$ cat src/rtl/shift_seq_pkg.sv
// Shared constants for the multi-cycle shift sequencer: op encodings, FSM states, default widths.
package shift_seq_pkg;

    localparam int unsigned WIDTH_DEF = 32;
    localparam int unsigned AMT_W_DEF = 5;

    localparam logic [1:0] OP_SLL  = 2'b00;
    localparam logic [1:0] OP_SRL  = 2'b01;
    localparam logic [1:0] OP_SRA  = 2'b10;
    localparam logic [1:0] OP_PASS = 2'b11;

    localparam logic [1:0] IDLE  = 2'd0;
    localparam logic [1:0] SHIFT = 2'd1;
    localparam logic [1:0] DONE  = 2'd2;

endpackage

$ cat src/rtl/shift_step.sv
// One logarithmic shift stage: shifts by 2^k with op-dependent fill, or passes data through.
module shift_step
    import shift_seq_pkg::*;
#(
    parameter int unsigned WIDTH = WIDTH_DEF,
    parameter int unsigned AMT_W = AMT_W_DEF
) (
    input  logic [WIDTH-1:0] data,
    input  logic [AMT_W-1:0] k,
    input  logic             enable,
    input  logic [1:0]       op,
    input  logic             sign,
    output logic [WIDTH-1:0] shifted_c
);

    logic [WIDTH-1:0] dist_c;
    logic [WIDTH-1:0] fill_c;

    // Arithmetic fill uses the sign captured at accept, not the current MSB
    always_comb begin
        dist_c    = WIDTH'(1) << k;
        fill_c    = sign ? ~({WIDTH{1'b1}} >> dist_c) : '0;
        shifted_c = data;
        if (enable) begin
            case (op)
                OP_SLL:  shifted_c = data << dist_c;
                OP_SRL:  shifted_c = data >> dist_c;
                OP_SRA:  shifted_c = (data >> dist_c) | fill_c;
                default: shifted_c = data;
            endcase
        end
    end

endmodule

$ cat src/rtl/shift_sequencer.sv
// Multi-cycle shifter: one shared shift_step applied once per clock under a valid/ready FSM.
// SHIFT_SEQ_SKIP_EN: visit only the set amount bits (latency = popcount(amt)) instead of all stages.
module shift_sequencer
    import shift_seq_pkg::*;
#(
    parameter int unsigned WIDTH  = WIDTH_DEF,
    parameter int unsigned AMT_W  = AMT_W_DEF,
    parameter int unsigned NSTAGE = AMT_W
) (
    input  logic             clk,
    input  logic             reset,
    input  logic             in_valid,
    output logic             in_ready,
    input  logic [WIDTH-1:0] in_data,
    input  logic [AMT_W-1:0] in_amt,
    input  logic [1:0]       in_op,
    output logic             out_valid,
    input  logic             out_ready,
    output logic [WIDTH-1:0] out_data,
    output logic             busy
);

    logic [1:0]       state, state_nx;
    logic [WIDTH-1:0] work, work_nx;
    logic [AMT_W-1:0] amt, amt_nx;
    logic [1:0]       op, op_nx;
    logic             sign, sign_nx;
    logic             in_ready_nx, out_valid_nx, busy_nx;
    logic [WIDTH-1:0] out_data_nx;
    logic [WIDTH-1:0] step_c;
    logic [AMT_W-1:0] step_k_c;
    logic             step_en_c;

`ifdef SHIFT_SEQ_SKIP_EN
    logic [AMT_W-1:0] low_idx_c;
    logic [AMT_W-1:0] amt_clr_c;

    // Lowest remaining set bit of the amount selects this cycle's stage
    always_comb begin
        low_idx_c = '0;
        for (int i = int'(NSTAGE) - 1; i >= 0; i--) begin
            if (amt[i]) low_idx_c = AMT_W'(i);
        end
    end

    assign amt_clr_c = amt & (amt - AMT_W'(1));
    assign step_k_c  = low_idx_c;
    assign step_en_c = 1'b1;
`else
    localparam int unsigned STG_W = $clog2(NSTAGE);

    logic [STG_W-1:0] stage, stage_nx;

    assign step_k_c  = AMT_W'(stage);
    assign step_en_c = amt[stage];
`endif

    shift_step #(.WIDTH(WIDTH), .AMT_W(AMT_W)) u_step (
        .data      (work),
        .k         (step_k_c),
        .enable    (step_en_c),
        .op        (op),
        .sign      (sign),
        .shifted_c (step_c)
    );

    always_ff @(posedge clk or posedge reset) begin
        if (reset) begin
            state     <= IDLE;
            work      <= '0;
            amt       <= '0;
            op        <= OP_SLL;
            sign      <= 1'b0;
            in_ready  <= 1'b1;
            out_valid <= 1'b0;
            busy      <= 1'b0;
            out_data  <= '0;
`ifndef SHIFT_SEQ_SKIP_EN
            stage     <= '0;
`endif
        end else begin
            state     <= state_nx;
            work      <= work_nx;
            amt       <= amt_nx;
            op        <= op_nx;
            sign      <= sign_nx;
            in_ready  <= in_ready_nx;
            out_valid <= out_valid_nx;
            busy      <= busy_nx;
            out_data  <= out_data_nx;
`ifndef SHIFT_SEQ_SKIP_EN
            stage     <= stage_nx;
`endif
        end
    end

    always_comb begin
        state_nx     = state;
        work_nx      = work;
        amt_nx       = amt;
        op_nx        = op;
        sign_nx      = sign;
        in_ready_nx  = in_ready;
        out_valid_nx = out_valid;
        busy_nx      = busy;
        out_data_nx  = out_data;
`ifndef SHIFT_SEQ_SKIP_EN
        stage_nx     = stage;
`endif
        case (state)
            IDLE: begin
                if (in_valid && in_ready) begin
                    work_nx     = in_data;
                    amt_nx      = in_amt;
                    op_nx       = in_op;
                    sign_nx     = in_data[WIDTH-1];
                    in_ready_nx = 1'b0;
                    busy_nx     = 1'b1;
                    state_nx    = SHIFT;
`ifdef SHIFT_SEQ_SKIP_EN
                    if (in_amt == '0) begin
                        state_nx     = DONE;
                        out_valid_nx = 1'b1;
                        out_data_nx  = in_data;
                    end
`else
                    stage_nx    = '0;
`endif
                end
            end
            SHIFT: begin
                work_nx = step_c;
`ifdef SHIFT_SEQ_SKIP_EN
                amt_nx = amt_clr_c;
                if (amt_clr_c == '0) begin
`else
                stage_nx = stage + STG_W'(1);
                if (stage == STG_W'(NSTAGE - 1)) begin
`endif
                    state_nx     = DONE;
                    out_valid_nx = 1'b1;
                    out_data_nx  = step_c;
                end
            end
            DONE: begin
                // in_ready returns only after the handshake edge, so no same-edge re-accept
                if (out_ready) begin
                    state_nx     = IDLE;
                    out_valid_nx = 1'b0;
                    in_ready_nx  = 1'b1;
                    busy_nx      = 1'b0;
                end
            end
            default: state_nx = IDLE;
        endcase
    end

endmodule

$ cat config.mk
export PLATFORM = sky130hd
export DESIGN_NAME = shift_sequencer
export DESIGN_NICKNAME = d
export VERILOG_FILES = /design/src/rtl/shift_seq_pkg.sv /design/src/rtl/shift_step.sv /design/src/rtl/shift_sequencer.sv
export SDC_FILE = /design/constraint.sdc
export NUM_CORES = 1
export LEC_CHECK = 0
export ABC_AREA = 1
export BUFFER_PORTS_ARGS = -buffer_cell sky130_fd_sc_hd__buf_2
export CAP_MARGIN = 10
export CORE_MARGIN = 4
export CORE_UTILIZATION = 34
export DETAILED_ROUTE_END_ITERATION = 10
export GPL_TIMING_DRIVEN = 0
export SETUP_SLACK_MARGIN = 0.05
export SLEW_MARGIN = 15
export SYNTH_ARGS = -nofsm -noshare
export SYNTH_HDL_FRONTEND = slang
export SYNTH_SLANG_ARGS = --single-unit
$ cat constraint.sdc
create_clock -name clk -period 2.3 [get_ports clk]
set_input_delay 0.23 -clock clk [delete_from_list [all_inputs] [get_ports clk]]
set_output_delay 0.23 -clock clk [all_outputs]
set_load 0.01 [all_outputs]
==> impl_metrics.toml, run 1 <==
[drt]
first_pass_iters = 5
dr_wl_met3_um = 4120
routed.top_layer = "met4"
drtIter0Drc = 1006
drt-met1-wl_um = 18200
vias = 9872
routed-wl-met2_um = 18800
drcViolationCount = 0
via_per_inst = 5.88
totalWireLength_um = 43800
wire_per_inst_um = 26.1
drtAntennaViolNets = 0

[cells_and_area]
regArea_um2 = 2010
design_area_um2 = 11300
fin_cells = 1680
syn_to_final_growth_pct = 54.6
multiInputGateArea_um2 = 6460
final_layout_size_suffix_gt1_frac = 0.448
layout_commonest_cell = "nand2_1"
antenna_cells = 0
fillers = 2112
final_cell_mix = "326 x nand2_1, 149 x nand3_1, 131 x nand3_2, 125 x nand2_2, 89 x buf_2"
nets = 1448

[status]
violations = "negative setup slack"
status = "finished with violations"

[clock_network]
cts_root_buffer = "clkbuf_16"
cts_sinks = 80
clk_pin_slew_ns = 0.07
cts_buffers = 9
cts_buffer_depth = 2
h-tree-depth = 3
clk_latency_ns = 0.35
cts_tree = "built"

[worst_setup_path]
worstPathRequired_ns = 2.53
crit_type = "flop to flop"
critPathArrivalTime_ns = 2.76
crit_fanout = 7
cp-start-kind = "flop"
end_kind = "flop"
reg2reg_depth = 11
r2r-end = "out_data[26]"
rrSetupSlack_ns = -0.23
r2r-start = "stage[1]"

[floorplan]
die_height_um = 155
dieArea_um2 = 23900
core_um2 = 21100
start_util = 0.346
rows = 53
die_w_um = 155
pin_count = 78

[hold_path]
whs_endpoint = "amt[1]"
hold_start = "in_amt[1]"
hold_path_depth = 3
hold_path.class = "input pin to flop"

[sta]
fin_ws_ns = -0.230
fin_crit_sh = 1.10
fin_crit_ns = 2.53
tightest_slew_ns = 0.728
hold_viol = 0
finalSetupViolations = 53
whs_ns = 0.0738
max_freq_ghz = 0.395
rsz0062_at_grt = "true"
timing.slew.headroom = 0.514
report.final.slew_viol_count = 0
fin_skew_ns = 0.00807

[synthesis]
synth_cell_types = 40
synth_area_um2 = 7310
synthFlopType = "dfrtp_1"
ys_seq_area_frac = 0.274
async_flop_share = 1.00
syn-instance-count = 1243
syn_area_per_cell_um2 = 5.88
synth_seq_cells = 80
synth-edff-count = 0
yosys_warnings = 0
syn-num-nets = 1291

[global_route]
antenna_found_initial = 0
gr-total-overflow = 0
track_usage = 0.345
grt_pass1_wl_um = 60600
grt_pass1_vias = 9097
grt_max_degree = 35

[placed_design]
portBuffers = 77
dp_cells = 1597
place.gp.congestion = 1.04
placed_cell_area_um2 = 8080
hpwl_um = 33400

[flow_run]
maxCapViolations = 0
## metrics by stage
step / utilization / setup slack, ns / TNS, ns
final: 0.536 / -0.230 / -4.72
after global routing: 0.536 / -0.270 / -9.23
after global placement: 0.381 / -1.32 / -58.25
after floorplan: - / 0.185 / 0
after detailed placement: 0.383 / -1.28 / -55.16
after CTS: 0.442 / -0.130 / -3.81
## cell type report
type	instances	share of cell area
clock inverter	7	0.00410
clock buffer	9	0.0199
timing repair inverter	1	0.00144
buffer	68	0.0548
inverter	99	0.0367
sequential	80	0.178
multi-input combinational	996	0.572
timing repair buffer	145	0.103
tap	275	0.0305
## state kept, by name (all words and copies together) (netlist names)
name,count
out_data,32
work,32
amt,5
stage,3
op,2
state,2
busy,1
in_ready,1
out_valid,1
sign,1
## synthesized netlist by cell type, types with 6 or more instances
library cell  instances  area, um^2
o211ai_1              8        60.1
clkbuf_1             21        78.8
a21oi_1              30         150
buf_1                10        37.5
inv_1                90         338
nand2_2              13        81.3
nand4_1              14        87.6
buf_6                 9         101
nand3_1             300        1500
a31oi_1               6        37.5
o21ai_1              19        95.1
dfrtp_1              79        1980
buf_2                21         105
nor2_1               47         176
inv_2                 6        22.5
buf_4                 7        52.6
o21ai_0              43         215
nand2_1             479        1800
## worst max path at each step
stage          startpoint      endpoint  slack, ns  cells past startpoint
4_1_cts          stage[0]  out_data[26]      -0.13                     12
5_1_grt          stage[1]       work[3]      -0.27                     19
3_5_place_dp     stage[1]      work[31]      -1.28                     10
6_report         stage[1]  out_data[26]      -0.23                     11
3_3_place_gp     stage[1]  out_data[26]      -1.32                     10
2_1_floorplan    stage[1]      work[13]       0.18                     16
## worst max-delay path, cell delays in order, from the launching register on
cell and delay (ns):
dfrtp_2 0.47, ha_4 0.19, ha_4 0.15, buf_8 0.14, nor2_4 0.16, clkinvlp_4 0.25, buf_6 0.19, or2_1 0.24
nand4_1 0.21, nand3b_1 0.20, nand3_1 0.12, nand2_1 0.07
## timing repair
| action | CTS | global route |
|---|---|---|
| hold buffers | 1 | 0 |
| endpoints found under the hold margin | 20 | 0 |
| resized for setup | 188 | 392 |
| pin swaps | 39 | 115 |
| cloned | 2 | 7 |
| endpoints found under the setup margin | 75 | 68 |
| buffers inserted | 28 | 29 |
## routing by layer
| metal | up-vias | GRT usage |
|---|---|---|
| met5 | - | 0 |
| met4 | 0 | 0.140 |
| met3 | 153 | 0.0699 |
| met2 | 578 | 0.519 |
| met1 | 4724 | 0.484 |
| li1 | 4417 | - |
## cells by family (layout without fill, tap and decap cells)
family | count (synthesis) | after routing | synth area share
AOI/OAI and AO/OA | 118 | 118 | 0.0920
and+or+nand+nor | 873 | 873 | 0.522
buffers and inverters | 167 | 329 | 0.104
adders and majority gates | 5 | 5 | 0.00856
DFF | 80 | 80 | 0.274
Power of run 1 is left out: the tool's default activity adds up to more than one toggle a clock period on the data nets, which glitch-free logic cannot reach.
==> run 2: changes to the inputs <==
--- a/config.mk
+++ b/config.mk
@@ -12,8 +12,7 @@
 export CORE_UTILIZATION = 34
 export DETAILED_ROUTE_END_ITERATION = 10
 export GPL_TIMING_DRIVEN = 0
-export SETUP_SLACK_MARGIN = 0.05
-export SLEW_MARGIN = 15
+export HOLD_SLACK_MARGIN = 0.03
 export SYNTH_ARGS = -nofsm -noshare
 export SYNTH_HDL_FRONTEND = slang
 export SYNTH_SLANG_ARGS = --single-unit
==> run 2 against run 1 <==
Effect of this change:
- the flow still finishes with violations (negative setup slack)
- critical path depth is 8 higher
- cell count decreased by 1.3%
- setup slack better by 0.12 ns
- non-clock buffer count fell by 21
- maximum frequency up 5.0%
- first-iteration DRC count up 6.3%
- utilization down 2.1 points
- sequential cell count unchanged
- clock-buffer cell count unchanged
- hold slack lost 0.0029 ns
- global-route usage is 0.57 points higher
- highest routed layer unchanged
==> impl_metrics.toml, run 2 (same netlist as run 1, synthesis figures left out) <==
[sta]
whs_ns = 0.0709
fin_crit_ns = 2.41
max_freq_ghz = 0.415
fin_skew_ns = 0.00961
rsz0062_at_grt = "true"
fin_crit_sh = 1.05
finalSetupViolations = 56
fin_ws_ns = -0.110
timing.slew.headroom = 0.457
tightest_slew_ns = 0.815
report.final.slew_viol_count = 0
hold_viol = 0

[worst_setup_path]
critPathArrivalTime_ns = 2.66
crit_type = "flop to flop"
rrSetupSlack_ns = -0.11
r2r-end = "work[3]"
reg2reg_depth = 19
crit_fanout = 7
cp-start-kind = "flop"
end_kind = "flop"
worstPathRequired_ns = 2.55
r2r-start = "stage[0]"

[cells_and_area]
nets = 1426
antenna_cells = 0
final_layout_size_suffix_gt1_frac = 0.417
syn_to_final_growth_pct = 48.6
fin_cells = 1658
final_cell_mix = "359 x nand2_1, 145 x nand3_1, 140 x nand3_2, 94 x nand2_2, 88 x buf_2"
layout_commonest_cell = "nand2_1"
reg_top3 = "out_data: 32 flops, work: 32 flops, amt: 5 flops"

[floorplan]
rows = 53
pin_count = 78
dieArea_um2 = 23900
die_height_um = 155
die_w_um = 155
core_um2 = 21100
start_util = 0.346

[drt]
dr_wl_met3_um = 4610
drt-met1-wl_um = 18000
via_per_inst = 5.92
routed-wl-met2_um = 18700
vias = 9818
routed.top_layer = "met4"
drtIter0Drc = 1069
wire_per_inst_um = 26.6
drtAntennaViolNets = 0
totalWireLength_um = 44100
first_pass_iters = 5
drcViolationCount = 0

[hold_path]
whs_endpoint = "op[1]"
hold_path_depth = 3
hold_path.class = "input pin to flop"
hold_start = "in_op[1]"

[placed_design]
portBuffers = 77
place.gp.congestion = 1.04
dp_cells = 1596
hpwl_um = 33800

[global_route]
grt_max_degree = 60
grt_pass1_vias = 9430
antenna_found_initial = 0
grt_pass1_wl_um = 61300
track_usage = 0.351
gr-total-overflow = 0

[clock_network]
clk_pin_slew_ns = 0.07
cts_tree = "built"
cts_buffers = 9
cts_buffer_depth = 2
h-tree-depth = 3
cts_root_buffer = "clkbuf_16"
cts_sinks = 80
clk_latency_ns = 0.36

[status]
status = "finished with violations"
violations = "negative setup slack"

[flow_run]
maxCapViolations = 0
-- run 2: cell types whose count changed in the layout (fill, tap and decap cells not counted), sizes merged --
cell / delta
clkbuf: -5
inv: +4
clkinvlp: +2
buf: -16
clkinv: -7
-- run 2: final cells by class --
cell class | instances | area [um^2]
clock inverters | 7 | 60.1
repair buffers | 124 | 935
clock buffers | 9 | 225
well taps | 275 | 344
inverters | 99 | 408
plain buffers | 68 | 598
flip-flops and latches | 80 | 2010
multi-input cells | 996 | 6280
fillers | 2165 | 10200
-- run 2: per-stage QoR --
stage	area (um^2)	util	TNS, ns	setup WS, ns
after global routing	10900	0.515	-8.55	-0.206
after global placement	8040	0.381	-145.11	-1.15
after detailed placement	8070	0.382	-51.41	-1.05
after floorplan	7310	-	0	0.0199
after CTS	9680	0.459	-0.898	-0.0597
final	10900	0.515	-3.24	-0.110
-- run 2: per-layer routing --
metal,global-route usage,vias to the layer above
li1,-,4354
met1,0.474,4679
met2,0.528,628
met3,0.0867,157
met4,0.161,0
met5,0.0104,-
-- run 2: how the worst max path moves through the flow --
stage	start	end	cells past startpoint
after global routing	stage[0]	out_data[12]	15
after floorplan	reset	amt[0]	1
after detailed placement	stage[1]	out_data[26]	10
after global placement	reset	work[7]	2
after CTS	stage[0]	out_data[26]	15
final	stage[0]	work[3]	19
-- run 2: critical path, cell delays in order, from the launching register on --
cell and delay (ns):
dfrtp_2 0.45, inv_2 0.10, ha_4 0.16, inv_2 0.04, nor2_4 0.10, buf_12 0.18, buf_12 0.15, nand2_2 0.11
nand3_2 0.11, nand3_1 0.11, nand2_2 0.11, nand2_1 0.08, nand2_2 0.13, nand2_1 0.06, nand2_1 0.05, nand2_1 0.06
nand2_2 0.09, nand2_1 0.05, nand2_1 0.08, nand2_1 0.05
-- run 2: what timing repair did --
action,CTS,global route
gates cloned,3,4
resized for setup,279,239
pin swaps,65,100
hold endpoints to repair,21,0
setup endpoints to repair,73,66
hold buffers,1,0
setup buffers,29,9
Power of run 2 is left out for the same reason.
==> run 3: changes to the inputs <==
--- a/config.mk
+++ b/config.mk
@@ -10,9 +10,12 @@
 export CAP_MARGIN = 10
 export CORE_MARGIN = 4
 export CORE_UTILIZATION = 34
+export CTS_CLUSTER_SIZE = 12
 export DETAILED_ROUTE_END_ITERATION = 10
 export GPL_TIMING_DRIVEN = 0
 export HOLD_SLACK_MARGIN = 0.03
+export PLACE_DENSITY_LB_ADDON = 0.2
+export SKIP_LAST_GASP = 1
 export SYNTH_ARGS = -nofsm -noshare
 export SYNTH_HDL_FRONTEND = slang
 export SYNTH_SLANG_ARGS = --single-unit
==> run 3 against run 2 <==
Effect of this change:
- the flow still finishes with violations (negative setup slack)
- via count is 0.58% lower
- clock-buffer cell count stayed put
- design area is 3.8% lower
- sequential cell count stayed put
- critical path type unchanged
- clock skew is 0.0014 ns higher
==> impl_metrics.toml, run 3 (same netlist as run 1, synthesis figures left out) <==
[sta]
tightest_slew_ns = 0.701
fin_crit_ns = 2.47
hold_viol = 0
whs_ns = 0.0823
rsz0062_at_grt = "true"
finalSetupViolations = 44
max_freq_ghz = 0.404
fin_skew_ns = 0.0111
report.final.slew_viol_count = 0
fin_crit_sh = 1.07
setup_tns_ns = -2.32
fin_ws_ns = -0.172
timing.slew.headroom = 0.533

[floorplan]
start_util = 0.346
pin_count = 78
die_height_um = 155
dieArea_um2 = 23900
core_um2 = 21100
die_w_um = 155
rows = 53

[drt]
first_pass_iters = 7
totalWireLength_um = 39800
wire_per_inst_um = 24.0
vias = 9761
drcViolationCount = 0
via_per_inst = 5.89
drtAntennaViolNets = 0
drtIter0Drc = 1110

[hold_path]
whs_endpoint = "amt[1]"
hold_path.class = "input pin to flop"
hold_start = "in_amt[1]"
hold_path_depth = 3

[worst_setup_path]
r2r-start = "stage[0]"
crit_type = "flop to flop"
reg2reg_depth = 10
crit_fanout = 6
rrSetupSlack_ns = -0.17
cpPeakStageDelay_ns = 0.47
worstPathRequired_ns = 2.53
r2r-end = "out_data[26]"
crit_slowest_cell = "dfrtp_2"
cp_common_cell = "ha_4"
cp-start-kind = "flop"
critPathArrivalTime_ns = 2.70
path_buf_inv = 2
cpLargestDelayFamily = "simple AND/OR/NAND/NOR gates"
end_kind = "flop"
path_cells = "buf_4 -> ha_4 -> ha_4 -> nor2_4 -> clkinvlp_4 -> or2_1 -> nand4_1 -> nand3b_1 -> nand3_1 -> nand2_1"

[placed_design]
hpwl_um = 30000
place.gp.congestion = 1.14
placed_cell_area_um2 = 8070
dp_cells = 1596
portBuffers = 77

[global_route]
grt_max_degree = 65
antenna_found_initial = 0
grt_pass1_wl_um = 57900
track_usage = 0.320
grt_pass1_vias = 9242
gr-total-overflow = 0

[clock_network]
cts_tree = "built"
cts_sinks = 80
clk_latency_ns = 0.35
cts_root_buffer = "clkbuf_16"
h-tree-depth = 3
cts_buffer_depth = 2
cts_buffers = 9
clk_pin_slew_ns = 0.07

[cells_and_area]
antenna_cells = 0
nets = 1425
layout_commonest_cell = "nand2_1"
final_cell_mix = "362 x nand2_1, 176 x nand3_1, 116 x nand3_2, 101 x nand2_2, 92 x buf_2"
syn_to_final_growth_pct = 43.0
design_area_um2 = 10400
fin_cells = 1657
reg_top3 = "out_data: 32 flops, work: 32 flops, amt: 5 flops"
final_layout_size_suffix_gt1_frac = 0.391

[status]
status = "finished with violations"
violations = "negative setup slack"

[flow_run]
maxCapViolations = 0
-- run 3: cell types whose count changed in the layout (fill, tap and decap cells not counted), moves of 7 or more --
cell	change
nand2_2	+7
nand3_1	+31
nand2_4	-10
o21ai_1	+7
nand3_4	-7
nand3_2	-24
-- run 3: worst max-delay path by stage --
stage	from	end	slack, ns	cells past startpoint
floorplan	reset	amt[0]	0.02	1
global placement	reset	out_data[7]	-1.17	2
detailed placement	stage[1]	out_data[26]	-1.07	10
CTS	stage[0]	out_data[26]	-0.05	17
global route	stage[0]	work[26]	-0.17	16
finish	stage[0]	out_data[26]	-0.17	10
-- run 3: area by class of cell --
type | instances | area [um^2]
Clock inverter | 7 | 83.8
Sequential cell | 80 | 2010
Buffer | 67 | 509
Fill cell | 2243 | 10600
Multi-Input combinational cell | 996 | 6020
Tap cell | 275 | 344
Inverter | 99 | 402
Timing Repair Buffer | 124 | 851
Clock buffer | 9 | 225
-- run 3: metal layers --
metal / vias up / track usage / share of wire / routed length, um
met5: - / 0 / 0 / 0
met4: 0 / 0.164 / 0.061 / 2440
met3: 156 / 0.0713 / 0.12 / 4780
met2: 686 / 0.471 / 0.42 / 16600
met1: 4563 / 0.439 / 0.40 / 16000
li1: 4356 / - / - / -
-- run 3: worst register-to-register path: stages (launching register included) --
cell	delay [ns]
dfrtp_2	0.47
buf_4	0.17
ha_4	0.16
ha_4	0.21
nor2_4	0.22
clkinvlp_4	0.26
or2_1	0.29
nand4_1	0.19
nand3b_1	0.21
nand3_1	0.13
nand2_1	0.07
-- run 3: what timing repair did --
item / in CTS / in global routing
resized for setup: 249 / 199
endpoints found under the hold margin: 16 / 0
hold buffers: 1 / 0
setup buffers: 33 / 10
pin swaps: 63 / 69
cloned: 4 / 0
endpoints found under the setup margin: 75 / 64
-- run 3: per-stage QoR --
stage / util / setup slack (ns)
finish: 0.495 / -0.172
global route: 0.495 / -0.171
CTS: 0.457 / -0.0467
detailed placement: 0.382 / -1.07
global placement: 0.381 / -1.17
floorplan: - / 0.0199
Power of run 3 is left out for the same reason.
